**config.mk**
```make
export PLATFORM = sky130hd
export DESIGN_NAME = uart_tx_drain
export DESIGN_NICKNAME = d
export VERILOG_FILES = /design/src/rtl/uart_pkg.sv /design/src/rtl/uart_baud_gen.sv /design/src/rtl/uart_tx_drain.sv
export SDC_FILE = /design/constraint.sdc
export NUM_CORES = 1
export LEC_CHECK = 0
export ABC_AREA = 0
export BUFFER_PORTS_ARGS = -buffer_cell sky130_fd_sc_hd__buf_2
export CAP_MARGIN = 20
export CORE_UTILIZATION = 45
export DETAILED_ROUTE_END_ITERATION = 16
export SYNTH_ARGS = -nofsm -noshare
export SYNTH_HDL_FRONTEND = slang
export SYNTH_SLANG_ARGS = --single-unit
export TNS_END_PERCENT = 100
```
**constraint.sdc**
```tcl
create_clock -name clk -period 4 [get_ports clk]
set_input_delay 0.4 -clock clk [delete_from_list [all_inputs] [get_ports clk]]
set_output_delay 0.4 -clock clk [all_outputs]
set_load 0.01 [all_outputs]
```
**src/rtl/uart_pkg.sv**
```systemverilog
// Shared types and constants for the UART transmit drain.
// Contents: tx_state_t FSM encoding, line levels, counter width helper.
// Optional feature macro: UART_TX_PARITY_EN (adds the PARITY state encoding).
package uart_pkg;

  localparam logic IDLE_LEVEL  = 1'b1;
  localparam logic START_LEVEL = 1'b0;

  typedef enum logic [2:0] {
    IDLE   = 3'd0,
    FETCH  = 3'd1,
    LOAD   = 3'd2,
    START  = 3'd3,
    DATA   = 3'd4,
`ifdef UART_TX_PARITY_EN
    PARITY = 3'd5,
`endif
    STOP   = 3'd6
  } tx_state_t;

  // $clog2 with a floor of 1 so a counter for a tiny range still has a bit.
  function automatic int cnt_width(input int n);
    return (n < 2) ? 1 : $clog2(n);
  endfunction

endpackage

```
**src/rtl/uart_baud_gen.sv**
```systemverilog
// Baud tick generator: free-running 0..CLKS_PER_BIT-1 counter, held at 0 by clear.
// Ports: clk, rst_n (async active-low), clear (sync hold-at-zero),
//        bit_tick (high on the count == CLKS_PER_BIT-1 cycle, decoded from the count register).
module uart_baud_gen
  import uart_pkg::*;
#(
  parameter int CLKS_PER_BIT = 16
) (
  input  logic clk,
  input  logic rst_n,
  input  logic clear,
  output logic bit_tick
);

  localparam int CW = cnt_width(CLKS_PER_BIT);
  localparam logic [CW-1:0] LAST = CW'(CLKS_PER_BIT - 1);

  logic [CW-1:0] count;

  always_ff @(posedge clk or negedge rst_n) begin
    if (!rst_n) begin
      count <= '0;
    end else if (clear || (count == LAST)) begin
      count <= '0;
    end else begin
      count <= count + 1'b1;
    end
  end

  assign bit_tick = (count == LAST);

endmodule

```
**src/rtl/uart_tx_drain.sv**
```systemverilog
// Serial transmitter that pops one word per frame from a synchronous FIFO and
// sends start bit, DATA_WIDTH data bits LSB first, optional even parity, stop bits.
// Ports: clk, rst_n (async active-low), tx_en (gates new frames only), fifo_empty,
//        fifo_rd_en (1-cycle pop strobe), fifo_rd_data (valid the cycle after the pop),
//        txd (serial line, idles high), busy (not IDLE), tx_done (final stop-bit cycle).
// Optional feature macro: UART_TX_PARITY_EN inserts an even-parity bit after the data.
module uart_tx_drain
  import uart_pkg::*;
#(
  parameter int DATA_WIDTH   = 7,
  parameter int CLKS_PER_BIT = 16,
  parameter int STOP_BITS    = 1
) (
  input  logic                  clk,
  input  logic                  rst_n,
  input  logic                  tx_en,
  input  logic                  fifo_empty,
  output logic                  fifo_rd_en,
  input  logic [DATA_WIDTH-1:0] fifo_rd_data,
  output logic                  txd,
  output logic                  busy,
  output logic                  tx_done
);

  localparam int BCW = cnt_width(DATA_WIDTH + 1);
  localparam logic [BCW-1:0] LAST_DATA = BCW'(DATA_WIDTH - 1);
  localparam logic [BCW-1:0] LAST_STOP = BCW'(STOP_BITS - 1);

  tx_state_t             state;
  logic [DATA_WIDTH-1:0] shreg;
  logic [BCW-1:0]        bit_cnt;
  logic                  bit_tick;
  logic                  baud_clear;
`ifdef UART_TX_PARITY_EN
  logic                  parity_bit;
`endif

  // Hold the baud counter at zero until the frame starts so the start bit
  // gets a full CLKS_PER_BIT cycles measured from the first START cycle.
  assign baud_clear = (state == IDLE) || (state == FETCH) || (state == LOAD);

  uart_baud_gen #(
    .CLKS_PER_BIT(CLKS_PER_BIT)
  ) u_baud (
    .clk     (clk),
    .rst_n   (rst_n),
    .clear   (baud_clear),
    .bit_tick(bit_tick)
  );

  // Decoded from registers only (state, stop-bit count, baud count).
  assign tx_done = (state == STOP) && bit_tick && (bit_cnt == LAST_STOP);

  always_ff @(posedge clk or negedge rst_n) begin
    if (!rst_n) begin
      state      <= IDLE;
      shreg      <= '0;
      bit_cnt    <= '0;
      txd        <= IDLE_LEVEL;
      busy       <= 1'b0;
      fifo_rd_en <= 1'b0;
`ifdef UART_TX_PARITY_EN
      parity_bit <= 1'b0;
`endif
    end else begin
      case (state)
        IDLE: begin
          txd <= IDLE_LEVEL;
          if (tx_en && !fifo_empty) begin
            state      <= FETCH;
            fifo_rd_en <= 1'b1;
            busy       <= 1'b1;
          end
        end
        FETCH: begin
          fifo_rd_en <= 1'b0;
          state      <= LOAD;
        end
        LOAD: begin
          // Read data is valid now, one cycle after the pop strobe.
          shreg   <= fifo_rd_data;
          bit_cnt <= '0;
`ifdef UART_TX_PARITY_EN
          parity_bit <= ^fifo_rd_data;
`endif
          txd     <= START_LEVEL;
          state   <= START;
        end
        START: begin
          if (bit_tick) begin
            txd   <= shreg[0];
            state <= DATA;
          end
        end
        DATA: begin
          if (bit_tick) begin
            if (bit_cnt == LAST_DATA) begin
              bit_cnt <= '0;
`ifdef UART_TX_PARITY_EN
              txd     <= parity_bit;
              state   <= PARITY;
`else
              txd     <= IDLE_LEVEL;
              state   <= STOP;
`endif
            end else begin
              shreg   <= shreg >> 1;
              txd     <= shreg[1];
              bit_cnt <= bit_cnt + 1'b1;
            end
          end
        end
`ifdef UART_TX_PARITY_EN
        PARITY: begin
          if (bit_tick) begin
            txd   <= IDLE_LEVEL;
            state <= STOP;
          end
        end
`endif
        STOP: begin
          // bit_cnt is reused to count stop bits.
          if (bit_tick) begin
            if (bit_cnt == LAST_STOP) begin
              bit_cnt <= '0;
              busy    <= 1'b0;
              state   <= IDLE;
            end else begin
              bit_cnt <= bit_cnt + 1'b1;
            end
          end
        end
        default: begin
          state      <= IDLE;
          txd        <= IDLE_LEVEL;
          busy       <= 1'b0;
          fifo_rd_en <= 1'b0;
        end
      endcase
    end
  end

endmodule

```
==> flow_summary.yaml <==
run_status:
  outcome: "complete, no violations"
power:
  p_clk_share_pct: 13.9
  comb_power_share_pct: 34.2
  p_per_area_nw_per_um2: 571
  seq_power_share_pct: 51.9
  leakagePower_nw: 0.562
  max-vdd-ir-drop_mv: 0.378
  p_sw_share_pct: 37.5
  switchingPower_w: 0.000266
  internal_power_w: 0.000443
global_route:
  grt_pass1_wl_um: 3750
  grt_pass1_vias: 836
  grt_antenna_before_repair: 0
  grt_usage_pct: 18.6
  grt.overflow.total: 0
  grt_max_degree: 21
setup_path:
  crit_required_ps: 3600
  max_stage_delay_ps: 410
  path_buf_inv: 1
  path_cells: "ha_1, and3_1, nand2_1, nor3_1, buf_2"
  crit_start: "u_baud.count[0]"
  timing.reg2reg.setup_slack_ps: 2240
  setup.worst_path.end: "tx_done"
  crit_path_end_kind: "output port"
  cp_slowest_cell: "dfrtp_1"
  cp-start-kind: "flip-flop"
  path_max_fanout: 8
  worstSetupPathType: "flip-flop to output port"
  r2r_cells: 5
  timing.rr.start: "u_baud.count[0]"
  crit_cells: 5
  worst_path_dominant_cell_family: "simple AND/OR/NAND/NOR gates"
  cp.arrival_ps: 1910
  r2r_end: "shreg[0]"
detailed_routing:
  vias: 908
  firstDrtPassIters: 4
  wl_per_cell_um: 14.5
  wirelength_um: 2280
  post-route-drc-count: 0
  dr.first_iter.drc_count: 22
  postRouteAntennaNets: 0
  vias_per_cell: 5.75
timing:
  drv_slew: 0
  fin_crit_ps: 2310
  skew_ps: 8.86
  whs_ps: 23.2
  max_slew_margin_pct: 62.3
  setup_viol: 0
  grt_setup_unrepaired: "no"
  tightest_slew_ps: 566
  hold_viol: 0
  max_freq_mhz: 434
  tns_ps: 0
  fin_crit_sh_pct: 57.6
flow_run:
  cap_violations: 0
clock_network:
  postCtsHoldBufs: 0
  clock_latency_ps: 300
  clkTransAtPathRegs_ps: 110
  cts_tree: "built"
  htree_levels: 1
  numCtsBuffers: 3
  clockBufferDepth: 2
  cts.repair_timing.setup_buffer_count: 0
  cts_resized: 0
  clock-sinks: 20
  cts_root_buf: "clkbuf_4"
cells_and_area:
  antenna_cells: 0
  final_nets: 144
  drive_gt1_share_pct: 18.8
  syn2layout_area_growth_pct: 7.24
  fin_util_pct: 50.6
place:
  gp_congestion: 0.821
  dp_hpwl_um: 1640
  io_buffers: 14
synth:
  syn_inst: 116
  seq_area_frac_synth_pct: 43.4
  synth_edf_count: 0
  postSynthRegisterBits: 20
  async_flop_share_pct: 100
  syn-num-nets: 131
  ys_top_cells_by_area: "dfrtp_1 41%, o2bb2ai_1 5.3%, a22oi_1 5.2%"
  yosysWarnings: 0
  synth_ff_type: "dfrtp_1"
  avgSynthCellArea_um2: 9.98
  ys_types: 36
  netlist_area_um2: 1160
  synth_top_area_cell: "dfrtp_1"
  synth_top_area_share_pct: 41.1
die:
  rows: 18
  die_h_um: 52.7
  start_util_pct: 47.1
  dieArea_um2: 2780
  core_area_um2: 2450
  chipWidth_um: 52.7
  pin_count: 15
min_path:
  min_path_type: "input pin to async pin"
## metal layers
metal  up-vias  part of all wire (%)  GRT usage (%)
li1        450                     -              -
met1       439                    50           25.4
met2        17                    46           28.9
met3         2                   3.1           4.35
met4         0                  0.83           5.26
met5         -                     0              0
## power groups by stage
| stage | sequential, W | clock [W] | combinational [W] |
|---|---|---|---|
| detailed placement | 0.000371 | 0 | 0.000246 |
| floorplan | 0.000340 | 0 | 0.000215 |
| finish | 0.000368 | 0.0000983 | 0.000243 |
| global placement | 0.000369 | 0 | 0.000239 |
| CTS | 0.000368 | 0.000102 | 0.000246 |
| global route | 0.000382 | 0.000111 | 0.000273 |
## metrics by stage
step / instance area, um^2 / total power (W) / setup WS, ps / std cells
5_1_grt: 1240 / 0.000765 / 1560 / 158
3_5_place_dp: 1210 / 0.000617 / 2030 / 154
6_report: 1240 / 0.000709 / 1690 / 158
4_1_cts: 1240 / 0.000715 / 1670 / 158
3_3_place_gp: 1210 / 0.000608 / 2100 / 154
2_1_floorplan: 1160 / 0.000555 / 2250 / 116
## layout make-up
| cell class | instances | area (um^2) |
|---|---|---|
| clock buffers | 4 | 26.3 |
| fillers | 231 | 1210 |
| inverters | 8 | 30.0 |
| multi-input cells | 82 | 576 |
| flip-flops and latches | 20 | 502 |
| well taps | 30 | 37.5 |
| repair buffers | 14 | 70.1 |
## kinds of logic after synthesis
group                    after synthesis  share of synthesized area (%)
flip-flops                            20                           43.4
adder cells (fa/ha/maj)                4                           4.32
AND/OR/NAND/NOR                       33                           18.1
AO/OA/AOI/OAI                         43                           25.6
XOR/XNOR                               1                          0.757
multiplexers                           1                          0.973
buffers and inverters                 14                           6.92
## cells in the final DEF (no fill, tap or decap), drive strengths merged
| cell | Yosys | final |
|---|---|---|
| nor3b | 4 | 4 |
| clkbuf | 0 | 4 |
| or2b | 1 | 1 |
| dfrtp | 19 | 19 |
| a2111oi | 1 | 1 |
| nand4b | 1 | 1 |
| nand4 | 1 | 1 |
| a32o | 1 | 1 |
| o22ai | 2 | 2 |
| a21oi | 7 | 7 |
| dfstp | 1 | 1 |
| a22oi | 8 | 8 |
| a22o | 1 | 1 |
| o21ai | 8 | 8 |
| nand2b | 3 | 3 |
| nand3 | 4 | 4 |
| o31ai | 1 | 1 |
| a21o | 4 | 4 |
| buf | 6 | 14 |
| nor2 | 6 | 6 |
| ha | 4 | 4 |
| nand2 | 8 | 8 |
| xnor2 | 1 | 1 |
| or3b | 1 | 1 |
| nor3 | 2 | 2 |
| mux2 | 1 | 1 |
| inv | 8 | 8 |
| o2bb2ai | 7 | 7 |
| o221ai | 1 | 1 |
| and3 | 1 | 1 |
| a31oi | 2 | 2 |
| and2b | 1 | 1 |
## worst min path at each step
stage,from,endpoint,cells past startpoint
floorplan,rst_n,bit_cnt[0],0
global placement,rst_n,fifo_rd_en,1
detailed placement,rst_n,fifo_rd_en,1
CTS,rst_n,busy,1
global route,rst_n,busy,1
finish,rst_n,busy,1
## flip-flops by register name (all words and copies together), names as in the netlist
register	cells
state	3
shreg	7
fifo_rd_en	1
bit_cnt	3
busy	1
txd	1
u_baud.count	4
## cell usage after synthesis (4+ instances only)
master / number
o21ai_0: 8
inv_1: 8
nor3b_1: 4
o2bb2ai_1: 7
ha_1: 4
nand2_1: 8
a21oi_1: 7
dfrtp_1: 19
nor2_1: 5
a22oi_1: 8
Note: power is estimated with default switching activity, not from simulation.
